### src/rtl/ex_issue_ctrl.sv
// Issue sequencer for the st1 execute stage: decodes one instruction at a time,
// reads operands, waits for the result and writes it back. Optional RETIRE_CNT_EN adds retire_count.
module ex_issue_ctrl #(
    parameter int unsigned NREGS   = 8,
    parameter int unsigned TIMEOUT = 15,
    parameter int unsigned TMR_W   = 4
`ifdef RETIRE_CNT_EN
    ,
    parameter int unsigned CNT_W   = 16
`endif
) (
    input  logic              clk,
    input  logic              reset,
    input  logic              instr_valid,
    input  logic [31:0]       instr,
    output logic              instr_ready,
    output logic              enable_ex,
    output logic [31:0]       src1,
    output logic [31:0]       src2,
    output logic [31:0]       imm,
    output logic [6:0]        control_in,
    input  logic              result_valid,
    input  logic [31:0]       result,
    output logic              busy,
`ifdef RETIRE_CNT_EN
    output logic [CNT_W-1:0]  retire_count,
`endif
    output logic              timeout_err
);

    typedef enum logic [1:0] {
        IDLE     = 2'd0,
        ISSUE    = 2'd1,
        WAIT_RES = 2'd2
    } state_t;

    state_t            state_q, state_d;
    logic [2:0]        rd_q, rd_d;
    logic [TMR_W-1:0]  timer_q, timer_d;
    logic              timeout_err_q, timeout_err_d;
    logic              enable_ex_q, enable_ex_d;
    logic [31:0]       src1_q, src1_d;
    logic [31:0]       src2_q, src2_d;
    logic [31:0]       imm_q, imm_d;
    logic [6:0]        ctrl_q, ctrl_d;
    logic [31:0]       regs_q [NREGS];
    logic [31:0]       regs_d [NREGS];
    logic              retire;

    logic [6:0]        f_ctrl;
    logic [2:0]        f_rd, f_rs1, f_rs2;
    logic [15:0]       f_imm16;

    assign f_ctrl  = instr[31:25];
    assign f_rd    = instr[24:22];
    assign f_rs1   = instr[21:19];
    assign f_rs2   = instr[18:16];
    assign f_imm16 = instr[15:0];

    always_comb begin
        state_d       = state_q;
        rd_d          = rd_q;
        timer_d       = timer_q;
        timeout_err_d = timeout_err_q;
        enable_ex_d   = 1'b0;
        src1_d        = src1_q;
        src2_d        = src2_q;
        imm_d         = imm_q;
        ctrl_d        = ctrl_q;
        regs_d        = regs_q;
        retire        = 1'b0;

        case (state_q)
            IDLE: begin
                if (instr_valid) begin
                    // Operands are captured on the handshake edge so they are valid
                    // together with the enable_ex strobe in the ISSUE cycle.
                    enable_ex_d = 1'b1;
                    src1_d      = (f_rs1 == 3'd0) ? '0 : regs_q[f_rs1];
                    src2_d      = (f_rs2 == 3'd0) ? '0 : regs_q[f_rs2];
                    imm_d       = {{16{f_imm16[15]}}, f_imm16};
                    ctrl_d      = f_ctrl;
                    rd_d        = f_rd;
                    state_d     = ISSUE;
                end
            end
            ISSUE: begin
                // ctrl[5] set means store (01) or NOP (11): nothing to wait for.
                if (ctrl_q[5]) begin
                    retire  = 1'b1;
                    state_d = IDLE;
                end else begin
                    timer_d = '0;
                    state_d = WAIT_RES;
                end
            end
            WAIT_RES: begin
                if (result_valid) begin
                    if (rd_q != 3'd0) begin
                        regs_d[rd_q] = result;
                    end
                    retire  = 1'b1;
                    state_d = IDLE;
                end else if (timer_q == TMR_W'(TIMEOUT - 1)) begin
                    timeout_err_d = 1'b1;
                    state_d       = IDLE;
                end else begin
                    timer_d = timer_q + TMR_W'(1);
                end
            end
            default: state_d = IDLE;
        endcase
    end

    always_ff @(posedge clk or negedge reset) begin
        if (!reset) begin
            state_q       <= IDLE;
            rd_q          <= '0;
            timer_q       <= '0;
            timeout_err_q <= 1'b0;
            enable_ex_q   <= 1'b0;
            src1_q        <= '0;
            src2_q        <= '0;
            imm_q         <= '0;
            ctrl_q        <= '0;
            regs_q        <= '{default: '0};
        end else begin
            state_q       <= state_d;
            rd_q          <= rd_d;
            timer_q       <= timer_d;
            timeout_err_q <= timeout_err_d;
            enable_ex_q   <= enable_ex_d;
            src1_q        <= src1_d;
            src2_q        <= src2_d;
            imm_q         <= imm_d;
            ctrl_q        <= ctrl_d;
            regs_q        <= regs_d;
        end
    end

`ifdef RETIRE_CNT_EN
    logic [CNT_W-1:0] retire_count_q, retire_count_d;

    always_comb begin
        retire_count_d = retire_count_q;
        if (retire) begin
            retire_count_d = retire_count_q + CNT_W'(1);
        end
    end

    always_ff @(posedge clk or negedge reset) begin
        if (!reset) begin
            retire_count_q <= '0;
        end else begin
            retire_count_q <= retire_count_d;
        end
    end

    assign retire_count = retire_count_q;
`else
    logic unused_retire;
    assign unused_retire = retire;
`endif

    assign instr_ready = (state_q == IDLE);
    assign busy        = (state_q != IDLE);
    assign enable_ex   = enable_ex_q;
    assign src1        = src1_q;
    assign src2        = src2_q;
    assign imm         = imm_q;
    assign control_in  = ctrl_q;
    assign timeout_err = timeout_err_q;

endmodule
### config.mk
export PLATFORM = sky130hd
export DESIGN_NAME = ex_issue_ctrl
export DESIGN_NICKNAME = d
export VERILOG_FILES = /design/src/rtl/ex_issue_ctrl.sv
export SDC_FILE = /design/constraint.sdc
export NUM_CORES = 1
export LEC_CHECK = 0
export ABC_AREA = 0
export BUFFER_PORTS_ARGS = -buffer_cell sky130_fd_sc_hd__buf_2
export CAP_MARGIN = 20
export CORE_AREA = 4 4 204 206
export CTS_CLUSTER_SIZE = 8
export DETAILED_ROUTE_END_ITERATION = 7
export DIE_AREA = 0 0 208 210
export GPL_ROUTABILITY_DRIVEN = 0
export MAX_ROUTING_LAYER = met4
export PLACE_DENSITY_LB_ADDON = 0.3
export SYNTH_ARGS = -nofsm -noshare
export SYNTH_HDL_FRONTEND = slang
export SYNTH_SLANG_ARGS = --single-unit
### constraint.sdc
create_clock -name clk -period 2.17 [get_ports clk]
set_clock_uncertainty 0.05 [all_clocks]
set_input_delay 0.217 -clock clk [delete_from_list [all_inputs] [get_ports clk]]
set_output_delay 0.217 -clock clk [all_outputs]
set_load 0.01 [all_outputs]
==> results.md <==
* Outcome: finished clean
* CTS tree: done
* Syn Nets at around 1.3k
* Most common cell after layout, fill and taps aside: dfrtp_1
* Fmax at 527 MHz
* Sw power at around 8 mW
* DRC at 0
* Sequential share of power at 0.429
* RSZ-0062 raised after global routing: false
* Relative slew slack at 0.513
* Critical path arrival at 2.28 ns
* Clk pwr share at 0.263
* R2R Setup Slk at roughly 0.27 ns
* DP Wirelength at 27700 um
* Setup TNS at 0 ns
* Leakage power at roughly 9.2 nW
* Area occupied by multi-input gates at 7070 sq um
* Startpoint types: flip-flop
* Share of layout cells above drive strength 1 at 0.411
* Rows at 73
* Initial DRC Count at approximately 740
* Die Footprint at 43700 sq um
* Slew @ Worst Pin at 0.731 ns
* Pint at 16.7 mW
* Final hold violations at 0
* Cell Count Post-Placement at around 1.9k
* Core ar. at around 40000 sq um
* Total CTS buffers at 46
* Final setup fails at 0
* Final nets at approximately 1.5k
* Sequential fraction of the synthesis area at 0.513
* Clk pin slew, worst setup/hold paths at about 0.05 ns
* Crit end category: flip-flop
* Detailed Route WL at 44600 um
* Number of non-filler instances in the completed layout at ~2k
* Area Growth Syn to Fin at 23.2%
* Most frequent cells in the layout: dfrtp_1 (322), mux2_2 (268), buf_2 (171), mux2i_1 (117), nand2_1 (97)
* Crit. Startpoint: state_q[0]
* Clk root buf: clkbuf_16
* Clk_lat worst skew at between 0.5 and 0.6 ns
* Initial antenna violation count at 4
* Cells after synthesis at between 1k and 1.5k
* DR pass1 iterations at 5
* H-tree Lvls at 2
* Port buffer count at approximately 170
* First-pass GRT wire length at 69800 um
* Minimum clock period after layout at 1.90 ns
* Overall via count from detail_route at roughly 11k
* Yosys warns at 0
* Largest net degree at the start of global routing at 64
* Max Cap Viol at 0
* Reg2Reg Capture Point: regs_q[153]
* # fillers at 3502
* FF-to-FF Start: state_q[0]
* Final slew viol count at 0
* Max FO, Critical Path at 11
* FF+latch area at slightly above 8000 sq um
* Crit path kind: reg -> reg
* Combinational Power Share at 0.308
* WL per Instance at around 22 um
* CP required at 2.56 ns
* Switching share of power at 0.322
* Post-DR vias/cell at about 5.5
* Clock sinks at roughly 320
* Maximum VDD drop at between 0.7 and 0.8 mV
* Initial Util at 0.396
* GRT Util Overall at 0.208
* Crit share post-route at 0.874
* Syn Std Cell Area at roughly 16000 sq um
* Post-route ant nets at 0
* Die Width at ~210 um
* Post-CTS Setup Bufs at 0
* Hold slack at just under 0.07 ns
* Die height at roughly 210 um
* Gates resized, CTS repair at 0
* Critical path endpoint: regs_q[153]
* Gr ovfl total at 0
* Worst hold path type: in -> reg
* Pwr/cell area at 1270 nW/um^2
* Vias in the first global route at about 12k
* Yosys reg bits at about 320
* Avg Inst Size Synth at around 13 sq um
* Num ports at 175
* Reg2reg path depth at 5
* Longest Clk Path Bufs at 3
* Synth unique cells at a little under 50
==> power groups by stage <==
stage	Clock, mW	Combinational, mW	Sequential (mW)
after floorplan	0	5.01	10.4
after global placement	0	7.41	10.5
after detailed placement	0	7.57	10.6
after CTS	6.63	7.69	10.6
after global routing	6.90	8.37	10.9
final	6.48	7.58	10.6
==> worst max-delay path, cell delays in order (launching register included) <==
cell and delay [ns]:
dfrtp_1 0.43, nand4b_2 0.23, buf_4 0.19, nor3b_4 0.25, buf_4 0.26, mux2_2 0.36
==> metal layers <==
metal / vias to the layer above / routed length, um / global-route usage
li1: 5039 / - / -
met1: 5694 / 19900 / 0.273
met2: 301 / 21200 / 0.334
met3: 85 / 2360 / 0.0371
met4: 0 / 1070 / 0.0643
met5: - / 0 / -
==> sequential cells by signal, indices dropped and copies added (netlist names) <==
signal and flops:
src1 32, regs_q 224, timeout_err 1, enable_ex 1
src2 32, rd_q 3, control_in 7, imm 16
timer_q 4, state_q 2
==> final cells by class <==
class	count	area share
Timing Repair Buffer	301	0.118
Sequential cell	322	0.417
Inverter	5	0.00110
Clock inverter	3	0.00304
Clock buffer	49	0.0612
Tap cell	525	0.0340
Multi-Input combinational cell	795	0.365
Antenna cell	4	0.000517
==> how the worst min path moves through the flow <==
stage | startpoint | to | slack, ns | cells after the start
after CTS | instr[21] | src1[31] | 0.04 | 3
after floorplan | reset | control_in[0] | -0.13 | 0
after global placement | reset | src2[7] | 0.17 | 1
final | instr[21] | src1[31] | 0.07 | 3
after global routing | instr[21] | src1[31] | 0.1 | 3
after detailed placement | reset | src2[7] | 0.16 | 1
==> through the flow <==
step / utilization / worst slack (ns) / cell area [sq um] / total power [mW]
2_1_floorplan: - / 0.428 / 15700 / 15.4
3_3_place_gp: 0.441 / 0.291 / 17500 / 17.9
3_5_place_dp: 0.441 / 0.256 / 17500 / 18.2
4_1_cts: 0.488 / 0.255 / 19300 / 24.9
5_1_grt: 0.488 / 0.142 / 19300 / 26.2
6_report: 0.488 / 0.274 / 19300 / 24.7
==> synth_stat cells, drive strengths merged <==
library cell / n / area [sq um]
a211oi: 18 / 135
a21o: 2 / 15.0
a21oi: 19 / 95.1
a221oi: 15 / 131
a22oi: 31 / 233
a31oi: 31 / 194
a41oi: 1 / 8.76
and2: 1 / 6.26
and3: 2 / 12.5
and4bb: 1 / 12.5
buf: 70 / 430
clkbuf: 47 / 178
dfrtp: 322 / 8060
ha: 2 / 25.0
inv: 5 / 18.8
mux2: 299 / 3480
mux2i: 117 / 1170
nand2: 98 / 368
nand2b: 3 / 18.8
nand3: 1 / 5.00
nand3b: 2 / 15.0
nand4b: 1 / 15.0
nor2: 32 / 120
nor2b: 2 / 12.5
nor3: 2 / 10.0
nor3b: 5 / 47.5
nor4b: 1 / 8.76
o211ai: 1 / 7.51
o21ai: 1 / 5.00
o21bai: 1 / 7.51
o221ai: 19 / 166
o22a: 49 / 429
o22ai: 14 / 87.6
o2bb2ai: 1 / 8.76
o31ai: 16 / 120
or2: 1 / 6.26
or2b: 1 / 7.51
or3: 2 / 12.5
or3b: 3 / 26.3
==> cells by family after synthesis <==
logic type / share of synthesized area
adders and majority gates: 0.00159
buffers and inverters: 0.0399
AOI/OAI and AO/OA: 0.105
DFF: 0.513
muxes: 0.296
and+or+nand+nor: 0.0448
==> timing repair <==
| action | 4_1_cts | 5_1_grt |
|---|---|---|
| endpoints found under the setup margin | 0 | 0 |
| hold buffers | 60 | 0 |
| hold endpoints to repair | 431 | 0 |
Power figures use the tool's default switching activity.
